**src/rtl/shift_seq_pkg.sv**
```systemverilog
// Shared definitions for the shift sequencer: FSM states, SLL/SRA select codes,
// stage-index sizing and a stage-selection helper.
package shift_seq_pkg;

    localparam int DATA_W  = 32;
    localparam int SHAMT_W = 5;
    localparam int STAGE_W = 3;

    // shift_type codes, also used by the ALU decode.
    localparam logic SHIFT_SLL = 1'b0;
    localparam logic SHIFT_SRA = 1'b1;

    typedef enum logic [1:0] {
        IDLE  = 2'd0,
        SHIFT = 2'd1,
        DONE  = 2'd2
    } seq_state_e;

    // Index of the highest set bit in mask; 0 when mask is empty.
    function automatic logic [STAGE_W-1:0] msb_index(input logic [SHAMT_W-1:0] mask);
        logic [STAGE_W-1:0] idx;
        idx = '0;
        for (int k = 0; k < SHAMT_W; k++) begin
            if (mask[k]) idx = STAGE_W'(k);
        end
        return idx;
    endfunction

endpackage

```
**src/rtl/mux_2_in_1.sv**
```systemverilog
// Library 2:1 multiplexer cell: o_y = i_sel ? i_b : i_a.
module mux_2_in_1 #(
    parameter int WIDTH = 1
) (
    input  logic [WIDTH-1:0] i_a,
    input  logic [WIDTH-1:0] i_b,
    input  logic             i_sel,
    output logic [WIDTH-1:0] o_y
);

    assign o_y = i_sel ? i_b : i_a;

endmodule

```
**src/rtl/shift_stage.sv**
```systemverilog
// One variable stage of the sequencer: shifts i_value by 2^i_stage (SLL or SRA)
// when i_enable is set, otherwise passes it through. Purely combinational.
module shift_stage
    import shift_seq_pkg::*;
(
    input  logic [DATA_W-1:0]  i_value,
    input  logic [STAGE_W-1:0] i_stage,
    input  logic               i_enable,
    input  logic               i_type,
    output logic [DATA_W-1:0]  o_value
);

    logic [DATA_W-1:0] w_cand [SHAMT_W];
    logic [DATA_W-1:0] w_l0_01;
    logic [DATA_W-1:0] w_l0_23;
    logic [DATA_W-1:0] w_l1;
    logic [DATA_W-1:0] w_shifted;
    logic              w_is_sra;

    assign w_is_sra = (i_type == SHIFT_SRA);

    // Fixed-distance candidates for each stage, SLL or SRA chosen per candidate.
    for (genvar k = 0; k < SHAMT_W; k++) begin : g_cand
        localparam int SH = 1 << k;
        logic [DATA_W-1:0] w_sll;
        logic [DATA_W-1:0] w_sra;

        assign w_sll = {i_value[DATA_W-1-SH:0], {SH{1'b0}}};
        assign w_sra = {{SH{i_value[DATA_W-1]}}, i_value[DATA_W-1:SH]};

        mux_2_in_1 #(.WIDTH(DATA_W)) u_type_mux (
            .i_a  (w_sll),
            .i_b  (w_sra),
            .i_sel(w_is_sra),
            .o_y  (w_cand[k])
        );
    end

    mux_2_in_1 #(.WIDTH(DATA_W)) u_sel_01 (
        .i_a(w_cand[0]), .i_b(w_cand[1]), .i_sel(i_stage[0]), .o_y(w_l0_01)
    );
    mux_2_in_1 #(.WIDTH(DATA_W)) u_sel_23 (
        .i_a(w_cand[2]), .i_b(w_cand[3]), .i_sel(i_stage[0]), .o_y(w_l0_23)
    );
    mux_2_in_1 #(.WIDTH(DATA_W)) u_sel_03 (
        .i_a(w_l0_01), .i_b(w_l0_23), .i_sel(i_stage[1]), .o_y(w_l1)
    );
    mux_2_in_1 #(.WIDTH(DATA_W)) u_sel_04 (
        .i_a(w_l1), .i_b(w_cand[4]), .i_sel(i_stage[2]), .o_y(w_shifted)
    );
    mux_2_in_1 #(.WIDTH(DATA_W)) u_enable (
        .i_a(i_value), .i_b(w_shifted), .i_sel(i_enable), .o_y(o_value)
    );

endmodule

```
**src/rtl/shift_sequencer.sv**
```systemverilog
// Multi-cycle barrel shifter (SLL/SRA), one power-of-two stage per clock.
// Define SHIFT_SEQ_SKIP_EN to skip stages whose shamt bit is clear.
module shift_sequencer
    import shift_seq_pkg::*;
#(
    parameter int DATA_WIDTH = 32
) (
    input  logic                  clock,
    input  logic                  reset,
    input  logic                  ctrl_shift,
    input  logic [DATA_WIDTH-1:0] data_in,
    input  logic [SHAMT_W-1:0]    shamt,
    input  logic                  shift_type,
    output logic [DATA_WIDTH-1:0] data_out,
    output logic                  busy,
    output logic                  data_ready
);

    seq_state_e            r_state;
    seq_state_e            w_state_next;
    logic [DATA_WIDTH-1:0] r_work;
    logic [DATA_WIDTH-1:0] r_data_out;
    logic [DATA_WIDTH-1:0] w_stage_out;
    logic [SHAMT_W-1:0]    r_shamt;
    logic [SHAMT_W-1:0]    w_stage_onehot;
    logic [STAGE_W-1:0]    r_stage;
    logic [STAGE_W-1:0]    w_first_stage;
    logic [STAGE_W-1:0]    w_next_stage;
    logic                  r_type;
    logic                  w_start;
    logic                  w_last;
    logic                  w_enable;

    // Starts are only honoured outside SHIFT so captured operands stay stable.
    assign w_start        = ctrl_shift && (r_state != SHIFT);
    assign w_stage_onehot = SHAMT_W'(1) << r_stage;
    assign w_enable       = |(r_shamt & w_stage_onehot);

`ifdef SHIFT_SEQ_SKIP_EN
    logic [SHAMT_W-1:0] w_remaining;

    assign w_remaining   = r_shamt & (w_stage_onehot - SHAMT_W'(1));
    assign w_last        = (w_remaining == '0);
    assign w_first_stage = msb_index(shamt);
    assign w_next_stage  = msb_index(w_remaining);
`else
    assign w_last        = (r_stage == '0);
    assign w_first_stage = STAGE_W'(SHAMT_W - 1);
    assign w_next_stage  = r_stage - STAGE_W'(1);
`endif

    shift_stage u_stage (
        .i_value (r_work),
        .i_stage (r_stage),
        .i_enable(w_enable),
        .i_type  (r_type),
        .o_value (w_stage_out)
    );

    // NOTE: every output is given a default before the case so no path leaves a
    // value unassigned, which would otherwise infer a latch.
    always_comb begin
        w_state_next = r_state;
        busy         = 1'b0;
        data_ready   = 1'b0;
        case (r_state)
            IDLE: begin
                if (w_start) w_state_next = SHIFT;
            end
            SHIFT: begin
                busy = 1'b1;
                if (w_last) w_state_next = DONE;
            end
            DONE: begin
                data_ready   = 1'b1;
                w_state_next = w_start ? SHIFT : IDLE;
            end
            default: w_state_next = IDLE;
        endcase
    end

    // NOTE: sequential state uses non-blocking assignments so every register
    // samples pre-edge values regardless of statement order.
    always_ff @(posedge clock) begin
        if (reset) begin
            r_state    <= IDLE;
            r_work     <= '0;
            r_data_out <= '0;
            r_shamt    <= '0;
            r_stage    <= '0;
            r_type     <= SHIFT_SLL;
        end else begin
            r_state <= w_state_next;
            if (w_start) begin
                r_work  <= data_in;
                r_shamt <= shamt;
                r_type  <= shift_type;
                r_stage <= w_first_stage;
            end else if (r_state == SHIFT) begin
                r_work  <= w_stage_out;
                r_stage <= w_next_stage;
                if (w_last) r_data_out <= w_stage_out;
            end
        end
    end

    assign data_out = r_data_out;

endmodule

```
**config.mk**
```make
export PLATFORM = sky130hd
export DESIGN_NAME = shift_sequencer
export DESIGN_NICKNAME = d
export VERILOG_FILES = /design/src/rtl/shift_seq_pkg.sv /design/src/rtl/mux_2_in_1.sv /design/src/rtl/shift_stage.sv /design/src/rtl/shift_sequencer.sv
export SDC_FILE = /design/constraint.sdc
export NUM_CORES = 1
export LEC_CHECK = 0
export ABC_AREA = 1
export BUFFER_PORTS_ARGS = -buffer_cell sky130_fd_sc_hd__buf_2
export CAP_MARGIN = 0
export CORE_ASPECT_RATIO = 0.5
export CORE_MARGIN = 1
export CORE_UTILIZATION = 41
export CTS_BUF_LIST = sky130_fd_sc_hd__clkbuf_4
export CTS_CLUSTER_SIZE = 40
export DETAILED_ROUTE_END_ITERATION = 16
export PLACE_DENSITY = 0.61
export RECOVER_POWER = 100
export SLEW_MARGIN = 40
export SYNTH_ARGS = -nofsm -noshare
export SYNTH_HDL_FRONTEND = slang
export SYNTH_SLANG_ARGS = --single-unit
```
**constraint.sdc**
```tcl
create_clock -name clock -period 4.7 [get_ports clock]
set_input_delay 0.47 -clock clock [delete_from_list [all_inputs] [get_ports clock]]
set_output_delay 0.47 -clock clock [all_outputs]
set_load 0.005 [all_outputs]
```
# Word-level counts from Yosys, hierarchy flattened
# Index checks and enable logic that the tools add are counted.
# word_totals
ff_bits	75
out_inout_bits	34
in_bits	41
# op_classes
n_shift	1
reduce_logical	8
n_addsub	1
muxes	20
bitwise	2
eq_ne	5
# op_table
op	count
32-bit 2-to-1 mux	12
3-bit 2-to-1 mux	2
2-bit case mux with 3 select lines	1
5-bit bitwise AND	1
5-bit OR reduction	1
1-bit by 3-bit << shifter with 5-bit output (first input constant)	1
2-bit 2-to-1 mux	2
2-bit != test (second input constant)	2
3-bit logical NOT	1
1-bit 2-to-1 mux	3
3-bit AND reduction	1
3-bit by 1-bit subtractor with 3-bit output (second input constant)	1
2-bit by 1-bit == test with 1-bit output (second input constant)	1
2-bit == test (second input constant)	1
2-bit logical NOT	1
2-bit by 1-bit != test with 1-bit output (second input constant)	1
2-bit AND reduction	1
2-bit nonzero test	1
2-bit OR reduction	1
1-bit logical AND	1
1-bit NOT	1

# Logic depth before layout (Yosys ltp)
# Gate-level depths: netlist of the first run.
# depth
depth_word	7
depth_mapped	15
mapped_depth_nobuf	13

# Modules after synthesis
# Synthesis of the first run repeated with hierarchy kept, for this count alone.
# hier_totals
cells_unflattened	1498
hier_area_um2	8150.3
# modules_own_cells
module	n_inst	area_each_um2	cells_each
mux_2_in_1	10	491.7	104
shift_sequencer	1	3229.3	457
shift_stage	1	3.8	1

# Worst setup path before layout of the first run
# OpenSTA, ideal clock, no wires.
# synth_path
kind	reg-to-reg
from	register r_stage[1]
to	register r_work[31]
arrival_time_ns	1.950
synth_period_minus_slack_ns	2.058
path_buffers	2
setup_slack_ns	2.642
stages_incl_launch_ff	14
cell_sequence	dfxtp_1 > inv_2 > clkbuf_1 > ha_1 > inv_1 > nor2_2 > nand2_1 > nand2_1 > a21oi_4 > buf_2 > o21ai_0 > nand3_1 > nand2_1 > inv_1
# synth_via
elab_chain_cells	6
# synth_rtl
item	line_no	source
start: declaration	shift_sequencer.sv:26	logic [STAGE_W-1:0] r_stage;
start signal: assignment	shift_sequencer.sv:98	r_stage <= w_first_stage;
start signal: assignment	shift_sequencer.sv:101	r_stage <= w_next_stage;
1-bit by 3-bit << shifter with 5-bit output	shift_sequencer.sv:36	assign w_stage_onehot = SHAMT_W'(1) << r_stage;
5-bit bitwise AND	shift_sequencer.sv:37	assign w_enable = |(r_shamt & w_stage_onehot);
5-bit OR reduction	shift_sequencer.sv:37	
32-bit 2-to-1 mux *	mux_2_in_1.sv:11	assign o_y = i_sel ? i_b : i_a;
32-bit 2-to-1 mux *	shift_sequencer.sv:99	end else if (r_state == SHIFT) begin
32-bit 2-to-1 mux *	shift_sequencer.sv:94	if (w_start) begin
end signal: assignment	shift_sequencer.sv:95	r_work <= data_in;
end signal: assignment	shift_sequencer.sv:100	r_work <= w_stage_out;
end: declaration	shift_sequencer.sv:21	logic [DATA_WIDTH-1:0] r_work;
# Mark *: on every way between the ends. The rest lies on a longest branch, timed or not. The select of a mux whose other input is x is not followed.
# A chain may end at the register's enable or synchronous reset.

# Worst setup path after layout of the first run
# layout_path
from	register r_state[0]
to	register r_data_out[7] (netlist: data_out[7])
# layout_via
elab_chain_cells	4
# layout_rtl
item	line_no	source
start: declaration	shift_sequencer.sv:19	seq_state_e r_state;
start signal: assignment	shift_sequencer.sv:93	r_state <= w_state_next;
2-bit by 1-bit != test with 1-bit output	shift_sequencer.sv:35	assign w_start = ctrl_shift && (r_state != SHIFT);
1-bit logical AND	shift_sequencer.sv:35	
1-bit NOT (no line)	-	
3-bit AND reduction (no line) *	-	
end signal: assignment	shift_sequencer.sv:102	if (w_last) r_data_out <= w_stage_out;
end: declaration	shift_sequencer.sv:22	logic [DATA_WIDTH-1:0] r_data_out;
# Mark *: on every way between the ends. The rest lies on a longest branch, timed or not.

==> results of run 1 <==
==> critical path: stages, from the launching register on <==
cell,delay (ns)
dfxtp_1,0.36
inv_1,0.05
nor2_1,1.05
inv_1,0.08
clkbuf_1,0.57
nor2_2,0.30
buf_4,0.42
nor2_1,0.07
nor2_1,0.17
o21ai_0,0.16
inv_1,0.08
==> placed cells by master, fill, tap and decap left out, types with 2 or more instances in the layout <==
| cell | synthesis | layout |
|---|---|---|
| nor2_2 | 1 | 2 |
| inv_1 | 57 | 57 |
| nor2_1 | 104 | 104 |
| buf_4 | 2 | 12 |
| o21ai_0 | 37 | 51 |
| inv_8 | 0 | 2 |
| clkbuf_1 | 28 | 21 |
| inv_6 | 0 | 2 |
| nand2_1 | 267 | 267 |
| buf_2 | 29 | 55 |
| dfxtp_1 | 75 | 74 |
| a21oi_1 | 66 | 66 |
| a21o_1 | 3 | 3 |
| xor2_1 | 2 | 2 |
| inv_2 | 4 | 4 |
| clkbuf_4 | 0 | 9 |
| nand3_1 | 218 | 218 |
| o221a_2 | 2 | 2 |
| ha_1 | 5 | 5 |
| a31oi_1 | 4 | 4 |
==> through the flow <==
stage,hold slack (ns),worst slack (ns)
3_3_place_gp,0.455,2.07
6_report,0.222,1.27
5_1_grt,0.208,1.12
4_1_cts,0.216,2.24
3_5_place_dp,0.453,2.27
2_1_floorplan,0.460,2.64
==> kinds of logic after synthesis <==
logic type | count (synthesis)
XOR/XNOR | 2
AO/OA/AOI/OAI | 128
adder cells (fa/ha/maj) | 5
AND/OR/NAND/NOR | 594
flip-flops | 75
buffers and inverters | 128
==> flip-flops by register name, summed over array words and instances, names as in the netlist <==
| signal | flops |
|---|---|
| data_out | 32 |
| r_work | 32 |
| r_shamt | 5 |
| r_stage | 3 |
| r_state | 2 |
| r_type | 1 |
==> power breakdown <==
group | total (µW) | switching, µW | internal (µW)
Clock | 464 | 290 | 174
Sequential | 755 | 64.3 | 690
Combinational | 607 | 416 | 191
Total | 1830 | 771 | 1050
==> cell usage after synthesis <==
library cell,count,area share
a21o_1,3,0.0042
a21oi_1,66,0.062
a21oi_4,1,0.0031
a31oi_1,4,0.0047
and3_1,1,0.0012
buf_1,8,0.0057
buf_2,29,0.027
buf_4,2,0.0028
clkbuf_1,28,0.020
dfxtp_1,75,0.28
ha_1,5,0.012
inv_1,57,0.040
inv_2,4,0.0028
nand2_1,267,0.19
nand2_2,1,0.0012
nand3_1,218,0.21
nor2_1,104,0.074
nor2_2,1,0.0012
nor2_4,1,0.0021
nor3_1,1,0.00094
o211ai_1,1,0.0014
o21ai_0,37,0.035
o21ai_1,14,0.013
o221a_2,2,0.0042
xor2_1,2,0.0033
==> path summary, 6_finish.rpt <==
check | from | end | slack (ns) | cells after the start
hold reg to reg | data_out[4] | data_out[4] | 0.47 | 2
hold / removal | shamt[1] | r_shamt[1] | 0.22 | 3
setup reg to reg | r_state[0] | data_out[7] | 1.27 | 10
setup / recovery | r_state[0] | data_out[7] | 1.27 | 10
==> cell type report <==
cell class,count,area share
well taps,165,0.0356
repair buffers,88,0.0765
inverters,61,0.0394
clock inverters,7,0.0144
flip-flops and latches,75,0.259
clock buffers,9,0.0116
multi-input cells,729,0.564
==> per-layer routing <==
| metal | vias to the layer above | part of all wire | wire length [µm] |
|---|---|---|---|
| met5 | - | 0 | 0 |
| met4 | 0 | 0.019 | 386 |
| met3 | 35 | 0.11 | 2190 |
| met2 | 355 | 0.37 | 7690 |
| met1 | 2990 | 0.50 | 10300 |
| li1 | 3116 | - | - |
==> run summary, run 1 <==
Max-cap violations = 0
dpl cells = 1118
Filler Cell Count = 1370
clock skew = 0.0175 ns
GPL Wtd Cong = 1.03
post-synthesis simple-gate area fraction = 0.475
met1 GRT Util = 0.480
initial antenna violation count = 0
Mapped Nets = 978
Register Area = 1500 µm²
worst-skew pair later-pin latency = 0.46 ns
remaining antenna violation count after routing = 0
YS warnings = 0
Post-Synth XOR/XNOR Area = 0.00330
Port-buffer cells = 74
total track usage = 0.314
CP Max Fanout = 37
clk sink count = 75
clock buffer depth = 2
Root Driver = clkbuf_4
Via density = 5.73
fin util = 0.476
largest family of logic cells by synthesized area = simple AND/OR/NAND/NOR gates
Slew headroom = 0.0469
setup violators final = 0
Area growth syn-to-layout = 9.48%
num rows = 28
final hold viol count = 0
Slew Limit Fails = 0
vias = 6496
clk slew on worst S/H paths = 0.15 ns
pwr/cell area = 314 nW/µm²
final critical-path share of the clock period = 0.729
final net count = 1010
routed wire length per instance = 18.1 µm
Post-CTS Resized = 0
number of global-route vias before repair = 5583
Synth Area in Compound Gates = 0.128
CP startpoint kind = register
Syn Area/Cell = 5.69 µm²
Yosys reg bits = 75
VDD IR-drop max = 0.000173 V
final wirelength = 20.5 mm
grt met2 use = 0.429
critical path type = reg -> reg
post-route minimum period = 3.43 ns
Die X = 163 µm
GRT Max-Usage Layer = met1
leak pwr = 0.00299 µW
cell count after synthesis = 932
DRT iter0 DRCs = 915
Fmax = 292 MHz
CTS buffer count = 9
hold buffers post-CTS = 0
grt total ovfl = 0
residual DRC count = 0
final total power = 1830 µW
I/O pin cnt = 75
worst slew pin tran = 1.42 ns
Setup Buffers After CTS = 0
sequential fraction of the synthesis area = 0.283
Core Area = 12200 µm²
RSZ-0062 raised after global routing = no
DP HPWL = 14.2 mm
global-route wire length before repair = 32.0 mm
Multi-input gate area = 3270 µm²
M3 GR Usage = 0.0714
Worst EP arrival = 3.84 ns
Mapped Area = 5300 µm²
ratio of cells with drive above 1 in the final layout = 0.0970
starting density of the core = 0.435
WP data required = 5.11 ns
status = completed
design area = 5810 µm²
largest net degree at the start of global routing = 68
Yosys cell types = 25
Post-Synth Adder-Cell Area = 0.0118
dpl cell area = 5700 µm²
Hold Crit Class = in -> reg
antenna diode count = 0
H-Tree Depth = 3
DRT Pass-1 Iters = 5
CTS tree = built
die height = 82.4 µm
setup TNS = 0 ns
non-filler cells, final = 1134
multiplexer area fraction after synthesis = 0
die area = 13400 µm²
Worst setup EP type = register
(Power assumes the default switching activity.)
==> inputs of run 2 (changes only) <==
PLACE_DENSITY = 0.64   (was 0.61)
clock period = 2.84 ns   (was 4.7 ns; I/O delays follow)
==> run 2 against run 1 <==
Via count grew 0.17%. Sequential power up 66%. Cell count rose by 0.35%. Clock power increased by 64%. Maximum frequency rose by 51%. Combinational power increased by 66%. Sequential share of layout area down 0.16 points. Non-clock buffer count rose by 4. Count of clock-buffer cells in the layout unchanged. Total power rose by 66%. Setup slack got worse by 0.70 ns.
==> run summary, run 2 (same netlist as run 1, synthesis figures left out) <==
status = completed
number of global-route vias before repair = 5667
slowest CP cell = clkbuf_2
CP startpoint kind = register
H-Tree Depth = 3
I/O pin cnt = 75
CP Cell Sequence = inv_1 > ha_1 > inv_1 > nor2_1 > inv_1 > nor2_1 > clkbuf_2 > nor2_1 > nor2_1 > o21ai_0 > inv_1
setup TNS = 0 ns
Via density = 5.72
pwr/cell area = 518 nW/µm²
final total power = 3030 µW
VDD IR-drop max = 0.000263 V
antenna diode count = 0
final critical-path share of the clock period = 0.797
Post-CTS Resized = 0
hold buffers post-CTS = 0
commonest non-fill, non-tap cell in the layout = nand2_1
Max-cap violations = 0
setup violators final = 0
clk slew on worst S/H paths = 0.15 ns
leak pwr = 0.00300 µW
Fmax = 442 MHz
post-route minimum period = 2.26 ns
clock buffer depth = 2
critical path type = reg -> reg
final wirelength = 20.5 mm
starting density of the core = 0.435
buffer and inverter count on the worst path = 5
CP Max Fanout = 20
Root Driver = clkbuf_4
Crit path largest cell delay = 0.45 ns
vias = 6507
global-route wire length before repair = 32.1 mm
remaining antenna violation count after routing = 0
dpl cell area = 5740 µm²
initial antenna violation count = 0
Slew headroom = 0.437
final net count = 1014
final hold viol count = 0
pre-CTS setup slack = 0.716 ns
commonest non-fill, non-tap cells in the layout = nand2_1, nand3_1, nor2_1
Worst path top cell family by delay = buffers and inverters
Worst setup EP type = register
WP data required = 3.24 ns
worst-skew pair later-pin latency = 0.46 ns
residual DRC count = 0
RSZ-0062 raised after global routing = no
ratio of cells with drive above 1 in the final layout = 0.0976
DRT Pass-1 Iters = 5
num rows = 28
clock skew = 0.0221 ns
DP HPWL = 14.5 mm
die height = 82.4 µm
CTS tree = built
Worst EP arrival = 2.67 ns
die area = 13400 µm²
largest net degree at the start of global routing = 64
total track usage = 0.316
worst setup margin = 0.576 ns
Core Area = 12200 µm²
Slew Limit Fails = 0
Setup Buffers After CTS = 0
Hold Crit Class = in -> reg
Port-buffer cells = 74
CTS buffer count = 9
GPL Wtd Cong = 0.994
DRT iter0 DRCs = 883
clk sink count = 75
grt total ovfl = 0
design area = 5840 µm²
routed wire length per instance = 18.0 µm
Die X = 163 µm
Area growth syn-to-layout = 10.2%
worst slew pin tran = 0.844 ns
[run 2: worst paths after layout]
kind / to / depth (start not counted) / slack (ns) / startpoint
worst max-delay path: data_out[7] / 11 / 0.58 / r_stage[1]
worst min-delay path: r_shamt[4] / 3 / 0.03 / shamt[4]
worst max register to register: data_out[7] / 11 / 0.58 / r_stage[1]
worst min register to register: data_out[1] / 2 / 0.48 / data_out[1]
[run 2: power breakdown]
part | internal (µW) | switching [µW] | total, µW
Combinational | 325 | 688 | 1010
Clock | 284 | 476 | 760
Sequential | 1140 | 110 | 1250
Total | 1750 | 1270 | 3030
[run 2: layer usage]
layer	vias up	GRT usage	share of wire
met3	32	0.0849	0.12
met2	405	0.440	0.38
met4	0	0.0804	0.017
met1	2946	0.470	0.48
met5	-	0	0
li1	3124	-	-
[run 2: final cells by class]
class | count | area (µm²)
multi-input cells | 729 | 3270
clock inverters | 7 | 81.3
repair buffers | 92 | 485
flip-flops and latches | 75 | 1500
well taps | 165 | 206
fillers | 1372 | 6350
clock buffers | 9 | 67.6
inverters | 61 | 229
[run 2: stage by stage]
| step | utilization | cells | hold slack, ns |
|---|---|---|---|
| after global placement | 0.471 | 1122 | 0.454 |
| final | 0.479 | 1138 | 0.0306 |
| after CTS | 0.483 | 1138 | 0.0156 |
| after global routing | 0.479 | 1138 | 0.0183 |
| after floorplan | - | 932 | 0.419 |
| after detailed placement | 0.471 | 1122 | 0.457 |
[run 2: tightest hold or removal path, delay by kind of cell]
kind | cells | cell delay (ns)
buf+inv | 1 | 0.07
simple gates | 2 | 0.11
